### src/rtl/mem_bank_onehot.sv
// mem_bank_onehot
// ---------------------------------------------------------------------------
// Parametrised single-clock register-file scratch store with one-hot word
// select, per-byte write enables, a registered read port with valid strobe,
// selectable read-during-write behaviour, illegal-select detection and a
// self-timed bulk clear engine.
//
// Parameters:
//   DATA_W  - data width in bits (multiple of 8, 8..64)
//   DEPTH   - number of words / width of the one-hot select bus (2..64)
//   RD_MODE - same-word read-during-write: 0 = old data, 1 = merged new data
//   CLR_VAL - value loaded into every word by reset and by the clear engine
//
// Ports:
//   clk     in   rising-edge clock
//   rst     in   asynchronous active-high reset
//   data    in   write data
//   addr    in   one-hot word select (bit i selects word i)
//   WEn     in   write request
//   be      in   byte-lane write enables (bit k covers data[8k+7:8k])
//   RE      in   read request
//   clr     in   start bulk clear
//   qout    out  registered read data
//   qvalid  out  one-cycle strobe, qout updated by a read on the last edge
//   busy    out  clear engine running, accesses ignored
//   sel_err out  one-cycle strobe, previous access had an illegal select
// ---------------------------------------------------------------------------
module mem_bank_onehot #(
  parameter int unsigned       DATA_W  = 16,
  parameter int unsigned       DEPTH   = 8,
  parameter int unsigned       RD_MODE = 0,
  parameter logic [DATA_W-1:0] CLR_VAL = '0
) (
  input  logic                clk,
  input  logic                rst,
  input  logic [DATA_W-1:0]   data,
  input  logic [DEPTH-1:0]    addr,
  input  logic                WEn,
  input  logic [DATA_W/8-1:0] be,
  input  logic                RE,
  input  logic                clr,
  output logic [DATA_W-1:0]   qout,
  output logic                qvalid,
  output logic                busy,
  output logic                sel_err
);

  localparam int unsigned NB    = DATA_W / 8;
  localparam int unsigned IDX_W = (DEPTH > 1) ? $clog2(DEPTH) : 1;

  typedef enum logic [0:0] {
    ST_IDLE  = 1'b0,
    ST_CLEAR = 1'b1
  } state_t;

  // -------------------------------------------------------------------------
  // Helper functions
  // -------------------------------------------------------------------------

  // True when exactly one select bit is set.
  function automatic logic is_onehot(input logic [DEPTH-1:0] s);
    logic [DEPTH-1:0] low_cleared;
    low_cleared = s & (s - DEPTH'(1));
    return (s != '0) && (low_cleared == '0);
  endfunction

  // Binary index of a one-hot select. Only meaningful for legal selects;
  // an illegal select is never used to address the array.
  function automatic logic [IDX_W-1:0] onehot_idx(input logic [DEPTH-1:0] s);
    logic [IDX_W-1:0] idx;
    idx = '0;
    for (int i = 0; i < int'(DEPTH); i++) begin
      if (s[i]) begin
        idx = idx | IDX_W'(i);
      end else begin
        idx = idx;
      end
    end
    return idx;
  endfunction

  // Byte-lane merge: lanes with enable set take new data, others keep old.
  function automatic logic [DATA_W-1:0] merge_lanes(
    input logic [DATA_W-1:0] old_w,
    input logic [DATA_W-1:0] new_w,
    input logic [NB-1:0]     lane_en
  );
    logic [DATA_W-1:0] res;
    res = old_w;
    for (int k = 0; k < int'(NB); k++) begin
      if (lane_en[k]) begin
        res[8*k +: 8] = new_w[8*k +: 8];
      end else begin
        res[8*k +: 8] = old_w[8*k +: 8];
      end
    end
    return res;
  endfunction

  // -------------------------------------------------------------------------
  // State
  // -------------------------------------------------------------------------
  logic [DATA_W-1:0] mem_q [DEPTH];
  state_t            state_q, state_d;
  logic [IDX_W-1:0]  ptr_q, ptr_d;
  logic [DATA_W-1:0] qout_q, qout_d;
  logic              qvalid_q, qvalid_d;
  logic              sel_err_q, sel_err_d;

  // Decoded access signals
  logic              legal_s;
  logic [IDX_W-1:0]  idx_s;
  logic [DATA_W-1:0] cur_word_s;
  logic [DATA_W-1:0] merged_s;
  logic [DATA_W-1:0] rd_word_s;
  logic              acc_ok_s;
  logic              wr_en_s;
  logic              rd_en_s;
  logic              clr_we_s;
  logic              last_ptr_s;

  assign legal_s    = is_onehot(addr);
  assign idx_s      = onehot_idx(addr);
  assign cur_word_s = mem_q[idx_s];
  assign merged_s   = merge_lanes(cur_word_s, data, be);

  // Accesses are only honoured in IDLE and never on the cycle that starts
  // a clear; everything else is dropped silently (no sel_err, no qvalid).
  assign acc_ok_s   = (state_q == ST_IDLE) && !clr;
  assign wr_en_s    = acc_ok_s && WEn && legal_s;
  assign rd_en_s    = acc_ok_s && RE && legal_s;
  assign clr_we_s   = (state_q == ST_CLEAR);
  assign last_ptr_s = (ptr_q == IDX_W'(DEPTH - 1));

  // With a simultaneous write, write-first mode returns the merged word.
  assign rd_word_s  = ((RD_MODE == 1) && WEn) ? merged_s : cur_word_s;

  // Next-state logic for the clear FSM and clear pointer.
  always_comb begin
    state_d = state_q;
    ptr_d   = ptr_q;
    case (state_q)
      ST_IDLE: begin
        if (clr) begin
          state_d = ST_CLEAR;
          ptr_d   = '0;
        end else begin
          state_d = ST_IDLE;
          ptr_d   = '0;
        end
      end
      ST_CLEAR: begin
        if (last_ptr_s) begin
          state_d = ST_IDLE;
          ptr_d   = '0;
        end else begin
          state_d = ST_CLEAR;
          ptr_d   = ptr_q + IDX_W'(1);
        end
      end
      default: begin
        state_d = ST_IDLE;
        ptr_d   = '0;
      end
    endcase
  end

  // Next values for the registered read port and error strobe.
  always_comb begin
    qvalid_d  = rd_en_s;
    sel_err_d = acc_ok_s && (WEn || RE) && !legal_s;
    if (rd_en_s) begin
      qout_d = rd_word_s;
    end else begin
      qout_d = qout_q;
    end
  end

  // FSM, pointer and output registers.
  always_ff @(posedge clk or posedge rst) begin
    if (rst) begin
      state_q   <= ST_IDLE;
      ptr_q     <= '0;
      qout_q    <= '0;
      qvalid_q  <= 1'b0;
      sel_err_q <= 1'b0;
    end else begin
      state_q   <= state_d;
      ptr_q     <= ptr_d;
      qout_q    <= qout_d;
      qvalid_q  <= qvalid_d;
      sel_err_q <= sel_err_d;
    end
  end

  // Storage array: reset fill, clear-engine writes and byte-lane writes.
  // Clear writes and user writes are mutually exclusive by state.
  always_ff @(posedge clk or posedge rst) begin
    if (rst) begin
      for (int i = 0; i < int'(DEPTH); i++) begin
        mem_q[i] <= CLR_VAL;
      end
    end else if (clr_we_s) begin
      mem_q[ptr_q] <= CLR_VAL;
    end else if (wr_en_s) begin
      mem_q[idx_s] <= merged_s;
    end
  end

  assign qout    = qout_q;
  assign qvalid  = qvalid_q;
  assign busy    = (state_q == ST_CLEAR);
  assign sel_err = sel_err_q;

endmodule
### config.mk
export PLATFORM = sky130hd
export DESIGN_NAME = mem_bank_onehot
export DESIGN_NICKNAME = d
export VERILOG_FILES = /design/src/rtl/mem_bank_onehot.sv
export SDC_FILE = /design/constraint.sdc
export NUM_CORES = 1
export LEC_CHECK = 0
export ABC_CLOCK_PERIOD_IN_PS = 5450
export BUFFER_PORTS_ARGS = -buffer_cell sky130_fd_sc_hd__buf_2
export CORE_MARGIN = 5
export CORE_UTILIZATION = 45
export DETAILED_ROUTE_END_ITERATION = 10
export PLACE_DENSITY = 0.58
export SYNTH_ARGS = -nofsm -noshare
export SYNTH_HDL_FRONTEND = slang
export SYNTH_SLANG_ARGS = --single-unit
### constraint.sdc
create_clock -name clk -period 5.45 [get_ports clk]
set_input_delay 0.2725 -clock clk [delete_from_list [all_inputs] [get_ports clk]]
set_output_delay 0.2725 -clock clk [all_outputs]
set_load 0.05 [all_outputs]
==> impl_metrics.ini <==
[power]
power.total_w = 0.002867
p_leak_nw = 3.647
internal_power_w = 0.001977
pwr-share-seq_pct = 41.9
p_switching_w = 0.0008900
peakVddDrop_uv = 268.8
p_clk_share_pct = 40.8
p_comb_share_pct = 17.3
swShare_pct = 31.05
powerDensity_nw_per_um2 = 355.9

[logic_synthesis]
ys_async_sr_fraction_pct = 100.0
synth_flop_cell = dfrtp_1
synth_area_per_cell_sq_um = 11.51
ys_seq_elements = 150
synth-seq-area-share_pct = 52.86
ys_types = 60
synthesis.nets = 650
synth_edf_count = 0
syn-cell-area_sq_um = 7101
synth-warning-count = 0
netlist_instances = 617

[finish]
antenna_cells = 0
area_growth_pct = 13.43
drive_gt1_share_pct = 18.85
final_common_cell = dfrtp_1
multiInputGateArea_sq_um = 3123
seqCellArea_sq_um = 3754
mostFrequentLayoutCells = 150 x dfrtp_1, 54 x nand2_1, 49 x buf_2
n_fill_cell = 1427
stdcell_count = 879
nNetsFinal = 683

[timing]
fin_crit_sh_pct = 60.82
rsz0062_at_grt = no
fmax_mhz = 301.7
max-slew-margin-rel_pct = 18.02
tightest_slew_ps = 1230
whs_ps = -7.743
timing.setup.tns_ps = 0
drv_slew = 0
finalCriticalPeriod_ps = 3315
hold_violations = 5
finalSetupViolations = 0
skew_ps = 11.06

[global_routing]
antenna_found_initial = 0
grt_pass1_wl_microns = 32370
grt_max_degree = 93
grt_pass1_vias = 5411
grt_overflow = 0
grt.total_usage_pct = 23.37

[routing]
drc_errors = 0
ant_nets = 0
via_per_inst = 6.173
wl_per_cell_microns = 23.48
firstDrtPassIters = 5
routed_wirelength_microns = 20640
drt_iter0_markers = 501
vias = 5426

[critical_path]
critical_path_class = primary input to register
slowest_delay_ps = 970
start_kind = primary input
worstSetupEndpointType = register
crit_path_cell_trace = buf_2 > nor4_2 > nand2_1 > nor3_1 > a21boi_2 > a31oi_2 > a2bb2o_1
required_ps = 5750
crit_fanout = 16
reg2reg_depth = 6
reg2reg_from = busy$_DFF_PP0_
critPathCapture = mem_q[44]$_DFFE_PP0P_
timing.rr.end = mem_q[20]$_DFFE_PP0P_
timing.critical_path.from = addr[7]
rrSetupSlack_ps = 2820
cp_slowest_cell = nor4_2
cp.arrival_ps = 3620

[clock_tree]
cts_resized = 0
clkTransAtPathRegs_ps = 60
cts-root-buf = clkbuf_16
hold_buffers = 0
cts_inserted_buffers = 17
cts_tree = yes
clock_latency_ps = 430
cts-htree-levels = 4
clock_sinks = 150
post_cts_buffers = 0
clock_path_buffers = 2

[die]
start_util_pct = 45.36
die-area_sq_um = 18390
ios = 50
chipWidth_microns = 135.6
fp.coreArea_sq_um = 15660
die_h_microns = 135.6
num_rows = 46

[placement]
hpwl_microns = 13230
place_inst = 847
port_buffers = 49
gp_congestion = 0.8493

[status]
outcome = complete, but fails checks
violations = hold timing

[flow_run]
cap_violations = 0

[hold_path]
hold_path.class = primary input to asynchronous set/reset pin
critical path: cells and delay by family:
family,cells,cell delay (ps)
buf+inv,1,150
simple gates,3,2140
compound gates,3,1050
layer usage:
layer | global-route usage [%] | up-vias | share of wire, %
li1 | - | 2407 | -
met1 | 32.41 | 2777 | 45
met2 | 36.42 | 199 | 46
met3 | 4.569 | 43 | 6.3
met4 | 8.959 | 0 | 2.9
met5 | 0 | - | 0
power groups by stage:
| stage | sequential, W | combinational (W) | clock [W] |
|---|---|---|---|
| 2_1_floorplan | 0.00128 | 0.000252 | 0 |
| 3_5_place_dp | 0.00122 | 0.000497 | 0 |
| 3_3_place_gp | 0.00122 | 0.000489 | 0 |
| 4_1_cts | 0.00120 | 0.000495 | 0.00119 |
| 6_report | 0.00120 | 0.000496 | 0.00117 |
| 5_1_grt | 0.00120 | 0.000529 | 0.00123 |
registers in the layout, indices dropped and copies added (netlist names):
signal   count
qvalid       1
mem_q      128
qout        16
ptr_q        3
sel_err      1
busy         1
through the flow:
stage | worst slack, ps | instance area, sq um | util (%)
after floorplan | 1141 | 7101 | -
after global placement | 1763 | 7457 | 47.63
after detailed placement | 1817 | 7461 | 47.66
after CTS | 2216 | 8054 | 51.45
after global routing | 2017 | 8054 | 51.45
final | 2135 | 8054 | 51.45
how the worst min path moves through the flow:
stage | depth (start not counted) | startpoint | slack (ps) | to
finish | 2 | rst | -8 | mem_q[125]$_DFFE_PP0P_
global route | 2 | rst | 70 | mem_q[125]$_DFFE_PP0P_
CTS | 2 | rst | 60 | mem_q[119]$_DFFE_PP0P_
detailed placement | 2 | mem_q[72]$_DFFE_PP0P_ | 470 | mem_q[72]$_DFFE_PP0P_
global placement | 2 | mem_q[72]$_DFFE_PP0P_ | 460 | mem_q[72]$_DFFE_PP0P_
floorplan | 2 | mem_q[101]$_DFFE_PP0P_ | 440 | mem_q[101]$_DFFE_PP0P_
cells in the mapped netlist, types with 4 or more instances:
library cell / number / area [sq um]
a21oi_1: 20 / 100.1
a22o_1: 24 / 210.2
a2bb2o_1: 43 / 430.4
a2bb2o_2: 4 / 45.04
a31oi_1: 7 / 43.79
and3_1: 4 / 25.02
and4_1: 5 / 43.79
buf_2: 16 / 80.08
buf_4: 9 / 67.56
buf_6: 4 / 45.04
clkbuf_1: 11 / 41.29
dfrtp_1: 150 / 3754
inv_1: 4 / 15.01
mux2i_1: 44 / 440.4
nand2_1: 54 / 202.7
nand2b_1: 6 / 37.54
nand3_1: 23 / 115.1
nand4_1: 6 / 37.54
nor2_1: 29 / 108.9
nor3_1: 10 / 50.05
o21ai_0: 40 / 200.2
o21ai_1: 8 / 40.04
o22a_1: 4 / 35.03
o22ai_1: 20 / 125.1
o2bb2ai_1: 18 / 157.7
o41ai_4: 4 / 110.1
or3_1: 4 / 25.02
cell type report:
type | instances | share of cell area (%)
Tap cell | 216 | 3.356
Sequential cell | 150 | 46.61
Clock inverter | 11 | 1.522
Inverter | 5 | 0.2952
Clock buffer | 21 | 5.841
Timing Repair Buffer | 55 | 3.604
Multi-Input combinational cell | 421 | 38.78
cell families (layout without fill, tap and decap cells):
family          after synthesis  in the layout  synth area share, %
compound gates              210            210                24.25
simple gates                156            156                10.80
flops                       150            150                52.86
mux                          51             51                7.859
buf+inv                      46             92                3.612
fa+ha+maj                     3              3               0.4933
xor+xnor                      1              1               0.1234
Note: power is estimated with default switching activity, not from simulation.
